**src/rtl/md_hilo_pkg.sv**
```systemverilog
// Shared encodings for the HI/LO multiply/divide sequencer: op codes, FSM states,
// pipeline stall and divider start constants.
package md_hilo_pkg;

    typedef enum logic [2:0] {
        OP_MULT  = 3'd0,
        OP_MULTU = 3'd1,
        OP_DIV   = 3'd2,
        OP_DIVU  = 3'd3,
        OP_MTHI  = 3'd4,
        OP_MTLO  = 3'd5,
        OP_MFHI  = 3'd6,
        OP_MFLO  = 3'd7
    } md_op_e;

    typedef enum logic [1:0] {
        ST_IDLE,
        ST_MUL_WAIT,
        ST_DIV_BUSY,
        ST_DONE
    } md_state_e;

    localparam logic STOP      = 1'b1;
    localparam logic NO_STOP   = 1'b0;
    localparam logic DIV_START = 1'b1;
    localparam logic DIV_STOP  = 1'b0;

    function automatic logic is_mul(input logic [2:0] op);
        return (op == OP_MULT) || (op == OP_MULTU);
    endfunction

    function automatic logic is_div(input logic [2:0] op);
        return (op == OP_DIV) || (op == OP_DIVU);
    endfunction

    function automatic logic is_signed_op(input logic [2:0] op);
        return (op == OP_MULT) || (op == OP_DIV);
    endfunction

endpackage

```
**src/rtl/md_hilo_regs.sv**
```systemverilog
// HI/LO architectural register pair with independent write enables.
module md_hilo_regs (
    input  logic        clk,
    input  logic        resetn,
    input  logic        hi_we,
    input  logic        lo_we,
    input  logic [31:0] hi_wdata,
    input  logic [31:0] lo_wdata,
    output logic [31:0] hi_rdata,
    output logic [31:0] lo_rdata
);

    always_ff @(posedge clk) begin
        if (!resetn) begin
            hi_rdata <= '0;
            lo_rdata <= '0;
        end else begin
            if (hi_we) hi_rdata <= hi_wdata;
            if (lo_we) lo_rdata <= lo_wdata;
        end
    end

endmodule

```
**src/rtl/md_hilo_ctrl.sv**
```systemverilog
// EX-stage sequencer for multiply/divide: issues to external units, stalls the
// pipe while in flight, commits HI/LO once, and aborts on flush.
module md_hilo_ctrl
    import md_hilo_pkg::*;
#(
    parameter int MUL_LAT = 2,
    parameter int CNT_W   = 3
) (
    input  logic        clk,
    input  logic        resetn,
    input  logic        op_valid,
    input  logic [2:0]  op,
    input  logic [31:0] src_a,
    input  logic [31:0] src_b,
    input  logic        ex_hold,
    input  logic        flush,
    output logic        stallreq,
    output logic [31:0] hi_rdata,
    output logic [31:0] lo_rdata,
    output logic [31:0] mf_data,
    output logic        mul_signed,
    output logic [31:0] mul_ina,
    output logic [31:0] mul_inb,
    input  logic [63:0] mul_result,
    output logic        div_start,
    output logic        div_signed,
    output logic [31:0] div_opa,
    output logic [31:0] div_opb,
    output logic        div_annul,
    input  logic [63:0] div_result,
    input  logic        div_ready
);

    md_state_e        state, state_n;
    logic [CNT_W-1:0] cnt, cnt_n;
    logic [31:0]      opa_q, opb_q;
    logic             sgn_q;
    logic             latch;
    logic             hi_we, lo_we;
    logic [31:0]      hi_wd, lo_wd;

    always_ff @(posedge clk) begin
        if (!resetn) begin
            state <= ST_IDLE;
            cnt   <= '0;
            opa_q <= '0;
            opb_q <= '0;
            sgn_q <= 1'b0;
        end else begin
            state <= state_n;
            cnt   <= cnt_n;
            if (latch) begin
                opa_q <= src_a;
                opb_q <= src_b;
                sgn_q <= is_signed_op(op);
            end
        end
    end

    always_comb begin
        state_n   = state;
        cnt_n     = cnt;
        stallreq  = NO_STOP;
        div_start = DIV_STOP;
        div_annul = 1'b0;
        latch     = 1'b0;
        hi_we     = 1'b0;
        lo_we     = 1'b0;
        hi_wd     = '0;
        lo_wd     = '0;
        case (state)
            ST_IDLE: begin
                if (op_valid && !flush) begin
                    if (is_mul(op)) begin
                        stallreq = STOP;
                        latch    = 1'b1;
                        cnt_n    = CNT_W'(MUL_LAT);
                        state_n  = ST_MUL_WAIT;
                    end else if (is_div(op)) begin
                        stallreq = STOP;
                        latch    = 1'b1;
                        state_n  = ST_DIV_BUSY;
                    end else if (!ex_hold && op == OP_MTHI) begin
                        hi_we = 1'b1;
                        hi_wd = src_a;
                    end else if (!ex_hold && op == OP_MTLO) begin
                        lo_we = 1'b1;
                        lo_wd = src_a;
                    end
                end
            end
            ST_MUL_WAIT: begin
                stallreq = STOP;
                cnt_n    = cnt - CNT_W'(1);
                if (flush) begin
                    state_n = ST_IDLE;
                end else if (cnt == CNT_W'(1)) begin
                    hi_we   = 1'b1;
                    lo_we   = 1'b1;
                    hi_wd   = mul_result[63:32];
                    lo_wd   = mul_result[31:0];
                    state_n = ST_DONE;
                end
            end
            ST_DIV_BUSY: begin
                stallreq = STOP;
                // Abort wins over a same-cycle result; the divider is told to drop it.
                if (flush) begin
                    div_annul = resetn;
                    state_n   = ST_IDLE;
                end else begin
                    div_start = DIV_START;
                    if (div_ready) begin
                        hi_we   = 1'b1;
                        lo_we   = 1'b1;
                        hi_wd   = div_result[63:32];
                        lo_wd   = div_result[31:0];
                        state_n = ST_DONE;
                    end
                end
            end
            ST_DONE: begin
                // Instruction is still in EX until the external hold releases; don't re-issue.
                if (flush || !ex_hold) state_n = ST_IDLE;
            end
            default: state_n = ST_IDLE;
        endcase
    end

    md_hilo_regs u_regs (
        .clk      (clk),
        .resetn   (resetn),
        .hi_we    (hi_we),
        .lo_we    (lo_we),
        .hi_wdata (hi_wd),
        .lo_wdata (lo_wd),
        .hi_rdata (hi_rdata),
        .lo_rdata (lo_rdata)
    );

    assign mf_data    = (op == OP_MFLO) ? lo_rdata : hi_rdata;
    assign mul_signed = sgn_q;
    assign mul_ina    = opa_q;
    assign mul_inb    = opb_q;
    assign div_signed = sgn_q;
    assign div_opa    = opa_q;
    assign div_opb    = opb_q;

endmodule
```
**config.mk**
```make
export PLATFORM = sky130hd
export DESIGN_NAME = md_hilo_ctrl
export DESIGN_NICKNAME = d
export VERILOG_FILES = /design/src/rtl/md_hilo_pkg.sv /design/src/rtl/md_hilo_regs.sv /design/src/rtl/md_hilo_ctrl.sv
export SDC_FILE = /design/constraint.sdc
export NUM_CORES = 1
export LEC_CHECK = 0
export BUFFER_PORTS_ARGS = -buffer_cell sky130_fd_sc_hd__buf_2
export CORE_AREA = 2 2 165 167
export DETAILED_ROUTE_END_ITERATION = 10
export DIE_AREA = 0 0 167 169
export PLACE_DENSITY_LB_ADDON = 0.12
export SYNTH_ARGS = -nofsm -noshare
export SYNTH_HDL_FRONTEND = slang
export SYNTH_HIERARCHICAL = 1
export SYNTH_SLANG_ARGS = --single-unit
```
**constraint.sdc**
```tcl
create_clock -name clk -period 2 [get_ports clk]
set_input_delay 0.2 -clock clk [delete_from_list [all_inputs] [get_ports clk]]
set_output_delay 0.2 -clock clk [all_outputs]
set_load 0.05 [all_outputs]
```
==> impl_metrics.ini <==
[yosys]
synth_top_area_share_pct = 36.6
ys_warn_count = 6
avgSynthCellArea_um2 = 9.01
synth_fp_nets = 1020
ys_ff_latch = 134
synth_ff_type = dfxtp_1
synth.cell_area_um2 = 7320
synthDistinctLibCells = 37
synth_enable_flop_cells = 0
synthTopCellsByArea = dfxtp_1, mux2i_1, o2bb2ai_1, buf_4, nand2_1
synth_top_area_cell = dfxtp_1
syn_inst = 813
async_flop_share_pct = 0
ys_seq_area_share_pct = 36.6

[timing]
min_period_ns = 2.03
fin_crit_sh_pct = 101
fin_setup_tns_ns = -0.0719
hold_violations = 0
setup_viol = 12
fin_hold_ws_ns = 0.0215
rsz0062_at_grt = yes
slew_violations = 0
fin_ws_ns = -0.0278
fin_skew_ns = 0.00860
tightest_slew_ns = 0.531
slew_headroom_pct = 64.1
max_freq_mhz = 493

[pwr]
p_leak_nw = 4.78
switching_share_pct = 31.9
p_int_mw = 5.80
seq_power_share_pct = 33.3
p_comb_share_pct = 25.5
total_power_mw = 8.51
power_frac_clock_pct = 41.2
vdd_ir_drop_max_mv = 0.494
power_switching_mw = 2.71
p_per_area_nw_per_um2 = 795

[cts]
clockBufferDepth = 2
clk_pin_slew_worst_paths_ns = 0.06
clk_latency_ns = 0.41
numCtsBuffers = 17
h-tree-depth = 4
cts.sinks = 134
cts_tree = done
clockRootBuffer = clkbuf_16

[final_layout]
area_growth_pct = 46.1
nets = 1397
num-fill-cells = 2777
drive_gt1_share_pct = 50.0
instances_no_fill = 1543

[place]
dp_hpwl_mm = 20.8
routabilityCongestion = 0.768
placedCellCount = 1484
io_buffers = 429

[flow_run]
maxCapViolCount = 0

[global_routing]
antenna_found_initial = 3
grtUsageTotal_pct = 19.2
grt_pass1_vias = 6965
overflow = 0
grt_pass1_wl_mm = 41.5
grt_max_degree = 50

[setup_path]
regToRegStartpoint = state[0]$_SDFFE_PN0P_
worst_r2r_endpoint = u_regs/hi_rdata[20]$_SDFFE_PN0P_
reg2reg_depth = 10
crit_path_top_delay_cell = dfxtp_4
cp-end-kind = flip-flop
crit_cells = 10
cp-endpoint = u_regs/hi_rdata[20]$_SDFFE_PN0P_
crit_arrival_ns = 2.33
critPathLaunchType = flip-flop
cp_cell_sequence = inv_4, ha_4, nand2b_4, nor4b_4, nand3b_1, a21oi_4, buf_6, buf_12, mux2i_2, nor2b_1
critPathKind = flip-flop to flip-flop
path_delay_family = simple AND/OR/NAND/NOR gates
startpoint = state[0]$_SDFFE_PN0P_
cp.required_ns = 2.30
r2r_setup_slack_ns = -0.03
cp_max_fo = 5
cp_num_buf_inv = 3
cp_slowest_stage_delay_ns = 0.36

[run_status]
status = complete, but fails checks
violations = negative setup slack

[route]
postRouteAntennaNets = 0
drt_pre_antenna_iters = 5
wirelength_mm = 30.5
wl_met1_mm = 13.7
vias_per_cell = 4.73
drc = 0
vias = 7298
drtIter0Drc = 328
wl_per_cell_um = 19.8
dr_wl_met2_mm = 14.8
dr_wl_met3_mm = 1.69
highest_layer = met5

[min_path]
hold_class = primary input to flip-flop
whs_path_depth = 3

[floorplan]
die_area_um2 = 28200
start_util_pct = 27.6
pin_count = 430
rows = 60
die_h_um = 169
die_x_um = 167
placeableCoreArea_um2 = 26500
[power by group through the flow]
stage               Clock (mW)  Sequential, mW  Combinational (mW)
global route              3.71            2.85                2.32
detailed placement           0            2.89                1.96
CTS                       3.58            2.83                2.00
floorplan                    0            3.15                1.13
global placement             0            2.89                1.96
finish                    3.51            2.84                2.17
[how the worst min path moves through the flow]
stage	slack (ns)	end	from
2_1_floorplan	0.30	div_signed$_SDFFE_PN0P_	op[0]
6_report	0.02	div_opb[22]$_SDFFE_PN0P_	src_b[22]
5_1_grt	0.007	div_opb[28]$_SDFFE_PN0P_	src_b[28]
3_5_place_dp	0.45	div_opb[2]$_SDFFE_PN0P_	src_b[2]
4_1_cts	0.0004	div_opb[21]$_SDFFE_PN0P_	src_b[21]
3_3_place_gp	0.44	div_opb[27]$_SDFFE_PN0P_	src_b[27]
[cell families after synthesis]
family	synth area share (%)
and+or+nand+nor	14.9
buffers and inverters	13.7
DFF	36.6
AOI/OAI and AO/OA	20.1
muxes	13.7
adders and majority gates	1.03
[cell usage after synthesis (11+ instances only)]
cell         n
o2bb2ai_1   66
mux2i_1     64
nor2b_1     65
nand2_1    133
dfxtp_1    134
mux2_2      32
a22oi_1     64
clkbuf_1    29
buf_6       11
a21oi_1     69
buf_4       68
buf_2       22
[timing repair]
action                     4_1_cts  5_1_grt
gates resized for setup          2       44
setup endpoints to repair       54       65
hold buffers                     1        0
buffers inserted                 3       13
gates cloned                     1       11
hold endpoints to repair         1        0
pin swaps                        2        7
[worst min-delay path, cell delays in order]
cell     delay (ns)
buf_2          0.09
nand2_1        0.04
a21oi_1        0.05
[per-layer routing]
metal | track usage, % | vias up
met2 | 33.4 | 287
met5 | 0 | -
met3 | 4.26 | 20
met4 | 4.31 | 4
met1 | 24.2 | 3417
li1 | - | 3570
[registers in the layout, indices dropped and copies added (netlist names)]
register	flops
div_opb	32
state	2
u_regs/lo_rdata	32
div_opa	32
cnt	3
div_signed	1
u_regs/hi_rdata	32
[stage by stage]
step | utilization, % | cell area [um2] | worst slack (ns)
final | 40.4 | 10700 | -0.0278
after global routing | 40.4 | 10700 | -0.147
after CTS | 38.3 | 10100 | 0.00293
after detailed placement | 35.6 | 9440 | -0.0405
after global placement | 35.6 | 9440 | 0.0353
after floorplan | - | 7370 | 0.00202
[layout make-up]
| cell class | count | area, um2 | share of cell area [%] |
|---|---|---|---|
| multi-input combinational | 535 | 3860 | 36.1 |
| timing repair buffer | 494 | 3050 | 28.5 |
| sequential | 134 | 2690 | 25.1 |
| clock buffer | 18 | 439 | 4.10 |
| tap | 341 | 427 | 3.99 |
| clock inverter | 12 | 203 | 1.89 |
| inverter | 8 | 32.5 | 0.304 |
| antenna | 1 | 2.50 | 0.0234 |
[cell usage in the layout (no fill, tap or decap), types with 3 or more instances in the layout]
| master | instances |
|---|---|
| a21oi_1 | 67 |
| o2bb2ai_1 | 61 |
| bufinv_16 | 5 |
| mux2_2 | 32 |
| dfxtp_1 | 132 |
| mux2i_2 | 3 |
| mux2i_1 | 61 |
| a22oi_2 | 13 |
| o2bb2ai_2 | 5 |
| nor2b_1 | 64 |
| clkinv_4 | 3 |
| clkbuf_16 | 26 |
| nand2_1 | 132 |
| buf_4 | 29 |
| buf_2 | 428 |
| inv_1 | 5 |
| ha_4 | 3 |
| a22oi_1 | 51 |
| nor2_1 | 7 |
| buf_12 | 15 |
| buf_6 | 10 |
| ha_1 | 3 |
Power figures use the tool's default switching activity.
